===== config.mk =====
export PLATFORM = sky130hd
export DESIGN_NAME = sm83_bus_ctrl
export DESIGN_NICKNAME = d
export VERILOG_FILES = /design/src/rtl/sm83_pkg.sv /design/src/rtl/sm83_oam_dma.sv /design/src/rtl/sm83_bus_ctrl.sv
export SDC_FILE = /design/constraint.sdc
export NUM_CORES = 1
export LEC_CHECK = 0
export BUFFER_PORTS_ARGS = -buffer_cell sky130_fd_sc_hd__clkbuf_2
export CORE_MARGIN = 5
export CORE_UTILIZATION = 42
export DETAILED_ROUTE_END_ITERATION = 10
export PLACE_DENSITY = 0.75
export SLEW_MARGIN = 20
export SYNTH_ARGS = -nofsm -noshare
export SYNTH_HDL_FRONTEND = slang
export SYNTH_SLANG_ARGS = --single-unit

===== constraint.sdc =====
create_clock -name clk -period 1.65 [get_ports clk]
set_clock_uncertainty 0.1 [all_clocks]
set_input_delay 0.33 -clock clk [delete_from_list [all_inputs] [get_ports clk]]
set_output_delay 0.33 -clock clk [all_outputs]
set_load 0.05 [all_outputs]

===== src/rtl/sm83_pkg.sv =====
// Shared types and constants for the SM83 memory bus sequencer.
// The OAM DMA constants are only consumed when SM83_OAM_DMA_EN is defined.
package sm83_pkg;

  typedef logic [15:0] addr_t;
  typedef logic [7:0]  data_t;

  typedef enum logic [2:0] {
    IDLE,
    T1,
    T2,
    T3,
    T4
  } bus_tstate_e;

  localparam addr_t HRAM_LO  = 16'hFF80;
  localparam addr_t HRAM_HI  = 16'hFFFE;
  localparam addr_t DMA_REG  = 16'hFF46;
  localparam addr_t OAM_BASE = 16'hFE00;
  localparam int    DMA_LEN  = 160;
  localparam logic [7:0] DMA_LAST = 8'(DMA_LEN - 1);

  function automatic logic in_hram(input addr_t a);
    return (a >= HRAM_LO) && (a <= HRAM_HI);
  endfunction

endpackage


===== src/rtl/sm83_oam_dma.sv =====
// OAM DMA engine: source page, byte index and active flag.
// Built only when SM83_OAM_DMA_EN is defined; advances one byte per grant.
`ifdef SM83_OAM_DMA_EN
module sm83_oam_dma
  import sm83_pkg::*;
(
  input  logic  clk,
  input  logic  rst_n,
  input  logic  i_trig,
  input  data_t i_page,
  input  logic  i_grant,
  output logic  o_pend,
  output addr_t o_src,
  output addr_t o_dst
);

  data_t      r_page;
  logic [7:0] r_idx;
  logic       r_act;

  always_ff @(posedge clk or negedge rst_n) begin
    if (!rst_n) begin
      r_page <= '0;
      r_idx  <= '0;
      r_act  <= 1'b0;
    end else if (i_trig) begin
      // a new trigger always restarts from byte 0
      r_page <= i_page;
      r_idx  <= '0;
      r_act  <= 1'b1;
    end else if (i_grant && r_act) begin
      if (r_idx == DMA_LAST) begin
        r_idx <= '0;
        r_act <= 1'b0;
      end else begin
        r_idx <= r_idx + 8'd1;
      end
    end
  end

  assign o_pend = r_act;
  assign o_src  = {r_page, r_idx};
  assign o_dst  = OAM_BASE + {8'h00, r_idx};

endmodule
`endif


===== src/rtl/sm83_bus_ctrl.sv =====
// SM83 M-cycle bus sequencer: one CPU byte access per 4-clock T1..T4 cycle.
// Define SM83_OAM_DMA_EN to build the OAM DMA engine sharing the memory ports.
module sm83_bus_ctrl
  import sm83_pkg::*;
(
  input  logic        clk,
  input  logic        rst_n,
  input  logic        i_cpu_req,
  input  logic        i_cpu_we,
  input  logic [15:0] i_cpu_addr,
  input  logic [7:0]  i_cpu_wdata,
  output logic [7:0]  o_cpu_rdata,
  output logic        o_cpu_ack,
  output logic [15:0] o_mem_r_addr,
  output logic [15:0] o_mem_w_addr,
  output logic [7:0]  o_mem_w_data,
  output logic        o_mem_wen,
  input  logic [7:0]  i_mem_r_data,
  output logic        o_dma_active
);

  bus_tstate_e r_state;
  logic        r_we;
  data_t       r_wdata;
  logic        r_dma_own;
  logic        r_cpu_acc;
  logic        r_cpu_blk;

  logic  w_dma_pend;
  addr_t w_dma_src;
  addr_t w_dma_dst;
  logic  w_cpu_own;
  logic  w_dma_go;

`ifdef SM83_OAM_DMA_EN
  logic r_dma_wr;
  logic w_trig;
  logic w_grant;

  assign w_trig  = (r_state == T3) && r_dma_wr;
  assign w_grant = (r_state == T3) && r_dma_own;

  sm83_oam_dma u_dma (
    .clk     (clk),
    .rst_n   (rst_n),
    .i_trig  (w_trig),
    .i_page  (r_wdata),
    .i_grant (w_grant),
    .o_pend  (w_dma_pend),
    .o_src   (w_dma_src),
    .o_dst   (w_dma_dst)
  );
`else
  assign w_dma_pend = 1'b0;
  assign w_dma_src  = '0;
  assign w_dma_dst  = '0;
`endif

  // HRAM stays reachable during DMA; everything else yields to it
  assign w_cpu_own = i_cpu_req && (!w_dma_pend || in_hram(i_cpu_addr));
  assign w_dma_go  = w_dma_pend && !w_cpu_own;

  always_ff @(posedge clk or negedge rst_n) begin
    if (!rst_n) begin
      r_state      <= IDLE;
      r_we         <= 1'b0;
      r_wdata      <= '0;
      r_dma_own    <= 1'b0;
      r_cpu_acc    <= 1'b0;
      r_cpu_blk    <= 1'b0;
      o_cpu_rdata  <= '0;
      o_cpu_ack    <= 1'b0;
      o_mem_r_addr <= '0;
      o_mem_w_addr <= '0;
      o_mem_w_data <= '0;
      o_mem_wen    <= 1'b0;
      o_dma_active <= 1'b0;
`ifdef SM83_OAM_DMA_EN
      r_dma_wr     <= 1'b0;
`endif
    end else begin
      unique case (r_state)
        IDLE, T4: begin
          o_cpu_ack    <= 1'b0;
          o_mem_wen    <= 1'b0;
          o_dma_active <= w_dma_pend;
`ifdef SM83_OAM_DMA_EN
          r_dma_wr <= i_cpu_req && i_cpu_we &&
                      (i_cpu_addr == DMA_REG);
`endif
          if (w_cpu_own) begin
            r_state      <= T1;
            r_we         <= i_cpu_we;
            r_wdata      <= i_cpu_wdata;
            o_mem_r_addr <= i_cpu_addr;
            o_mem_w_addr <= i_cpu_addr;
            r_dma_own    <= 1'b0;
            r_cpu_acc    <= 1'b1;
            r_cpu_blk    <= 1'b0;
          end else if (w_dma_go) begin
            // CPU access, if any, rides along blocked
            r_state      <= T1;
            r_we         <= i_cpu_we;
            r_wdata      <= i_cpu_wdata;
            o_mem_r_addr <= w_dma_src;
            o_mem_w_addr <= w_dma_dst;
            r_dma_own    <= 1'b1;
            r_cpu_acc    <= i_cpu_req;
            r_cpu_blk    <= 1'b1;
          end else begin
            r_state   <= IDLE;
            r_dma_own <= 1'b0;
            r_cpu_acc <= 1'b0;
            r_cpu_blk <= 1'b0;
          end
        end
        T1: r_state <= T2;
        T2: r_state <= T3;
        T3: begin
          r_state      <= T4;
          o_cpu_ack    <= r_cpu_acc;
          o_mem_wen    <= r_dma_own |
                          (r_cpu_acc & r_we & ~r_cpu_blk);
          o_mem_w_data <= r_dma_own ? i_mem_r_data : r_wdata;
          if (r_cpu_acc && !r_we) begin
            o_cpu_rdata <= r_cpu_blk ? 8'hFF : i_mem_r_data;
          end
        end
        default: r_state <= IDLE;
      endcase
    end
  end

endmodule


==> impl_metrics.tcl <==
set metrics [dict create \
    status "completed" \
    rsz0062_at_grt "false" \
    cts.sinks 47 \
    synthCells 131 \
    boundaryPins 87 \
    hold_viol 0 \
    worstHoldPathType "in2reg" \
    postLayoutCellArea_um2 2470 \
    vias_per_cell 4.75 \
    hold_slack_ns 0.167 \
    num_vias 1241 \
    layout-drive-gt1-share_pct 67.9 \
    cts_max_path_buffers 2 \
    period_minus_slack_ns 1.54 \
    postSynthAreaPerCell_um2 14.9 \
    core_area_um2 4410 \
    fin_crit_sh_pct 93.1 \
    die_x_um 78.1 \
    setup_violations 0 \
    cts.hold.buffers_added 1 \
    start_util_pct 44.1 \
    cts_max_level 2 \
    synth_async_sr_flop_share_pct 100 \
    grt_pass1_vias 1311 \
    dieArea_um2 6100 \
    core.rowCount 24 \
    cp_data_arrival_time_ns 1.61 \
    detailed_place_hpwl_um 2720 \
    cp_max_fo 13 \
    synth_common_cells "dfrtp_1, mux2_2, buf_4, nand2b_1, o21ai_0" \
    firstDrtPassIters 4 \
    max_freq_mhz 651 \
    die_h_um 78.1 \
    n_antenna_cell 0 \
    syn_nets 167 \
    slew_violations 0 \
    grt_max_degree 48 \
    place_area_um2 2380 \
    routedWlPerCell_um 13.8 \
    antenna_left 0 \
    grtUsageTotal_pct 11.9 \
    cp-start-kind "flip-flop" \
    crit_required_ns 1.73 \
    grt_pass1_wl_um 5960 \
    post-synth-top-count-cell "dfrtp_1" \
    post-cts-setup-buffers 0 \
    nNetsFinal 246 \
    synth_area_leaders "dfrtp_1, mux2_2, buf_4" \
    yosysTopAreaCellShare_pct 60.4 \
    ys_seq_area_share_pct 60.4 \
    clkTransAtPathRegs_ns 0.08 \
    totalWireLength_um 3590 \
    cts_buffers 5 \
    drt-initial-drc-count 32 \
    ys_types 19 \
    gp_congestion 0.714 \
    ctsRootBufferMaster "clkbuf_8" \
    yosys.area.top_type "dfrtp_1" \
    synth-seq-cells 47 \
    post-route-drc-count 0 \
    synthToLayoutAreaGrowth_pct 26.7 \
    syn_area_um2 1950 \
    grt-ovfl-total 0 \
    synth_ff_type "dfrtp_1" \
    antenna_found_initial 0 \
    setup_tns_ns 0 \
    cts_resized 0 \
    numPortBuffers 85 \
    setup.worst_path.end_class "flip-flop" \
    worstSkewPairLatency_ns 0.29 \
    drv_cap 0 \
    cts_tree "yes" \
    yosys_warnings 0 \
    crit_type "reg2reg" \
    synth_edf_count 0 \
]
[state kept, by name (all words and copies together), names as in the netlist]
name,cells
o_cpu_ack,1
o_cpu_rdata,8
o_mem_w_addr,16
o_mem_w_data,8
o_mem_wen,1
r_cpu_acc,1
r_state,3
r_wdata,8
r_we,1
[final cells by class]
class                   count  area [um^2]
clock buffers               6         72.6
fillers                   384         1950
inverters                   2         7.51
multi-input cells          60          599
flip-flops and latches     47         1180
well taps                  52         65.1
repair buffers             94          546
[cells in the final DEF (no fill, tap or decap), types with 2 or more instances in the layout]
cell type and n:
dfrtp_1 47, nand3b_1 2, mux2_2 41, nand2b_1 3, o21ai_0 3, clkbuf_2 85
buf_12 4, inv_1 2, clkbuf_8 5, buf_4 4
[metal layers]
metal  global-route usage, %  part of all wire [%]  vias up
met5                       0                     0        -
met4                    2.53                  0.89        0
met3                    5.15                    13        3
met2                    20.1                    45       69
met1                    14.2                    41      585
li1                        -                     -      584
[kinds of logic (layout without fill, tap and decap cells)]
group,after synthesis,in the layout,share of synthesized area [%]
XOR/XNOR,1,1,0.450
AO/OA/AOI/OAI,6,6,1.93
AND/OR/NAND/NOR,11,11,4.24
other,1,1,0.193
multiplexers,41,41,23.7
flip-flops,47,47,60.4
buffers and inverters,24,102,9.06
[per-stage QoR]
step | worst slack [ns] | cells | utilization [%]
after floorplan | 0.0136 | 131 | -
after global placement | 0.138 | 254 | 54.0
after detailed placement | 0.114 | 254 | 54.0
after CTS | 0.108 | 261 | 55.9
after global routing | 0.0557 | 261 | 55.9
final | 0.114 | 261 | 55.9
[path summary, 6_finish.rpt]
check,start,to,slack [ns],cells after the start
max in group asynchronous,rst_n,o_mem_w_addr[12],0.78,3
min,i_cpu_addr[5],o_mem_w_addr[5],0.17,2
min in group asynchronous,rst_n,o_cpu_rdata[5],0.46,3
max,r_state[1],o_mem_w_addr[7],0.11,4
max reg2reg,r_state[1],o_mem_w_addr[7],0.11,4
min reg2reg,r_wdata[0],o_mem_w_data[0],0.41,1
[worst max-delay path: stages (launching register included)]
cell      delay [ns]
dfrtp_1         0.43
nand2b_1        0.22
nor2_4          0.17
buf_12          0.16
mux2_2          0.34
Power is not shown: default switching activity piles up to over one toggle a cycle in this logic, so the estimate is an artifact.
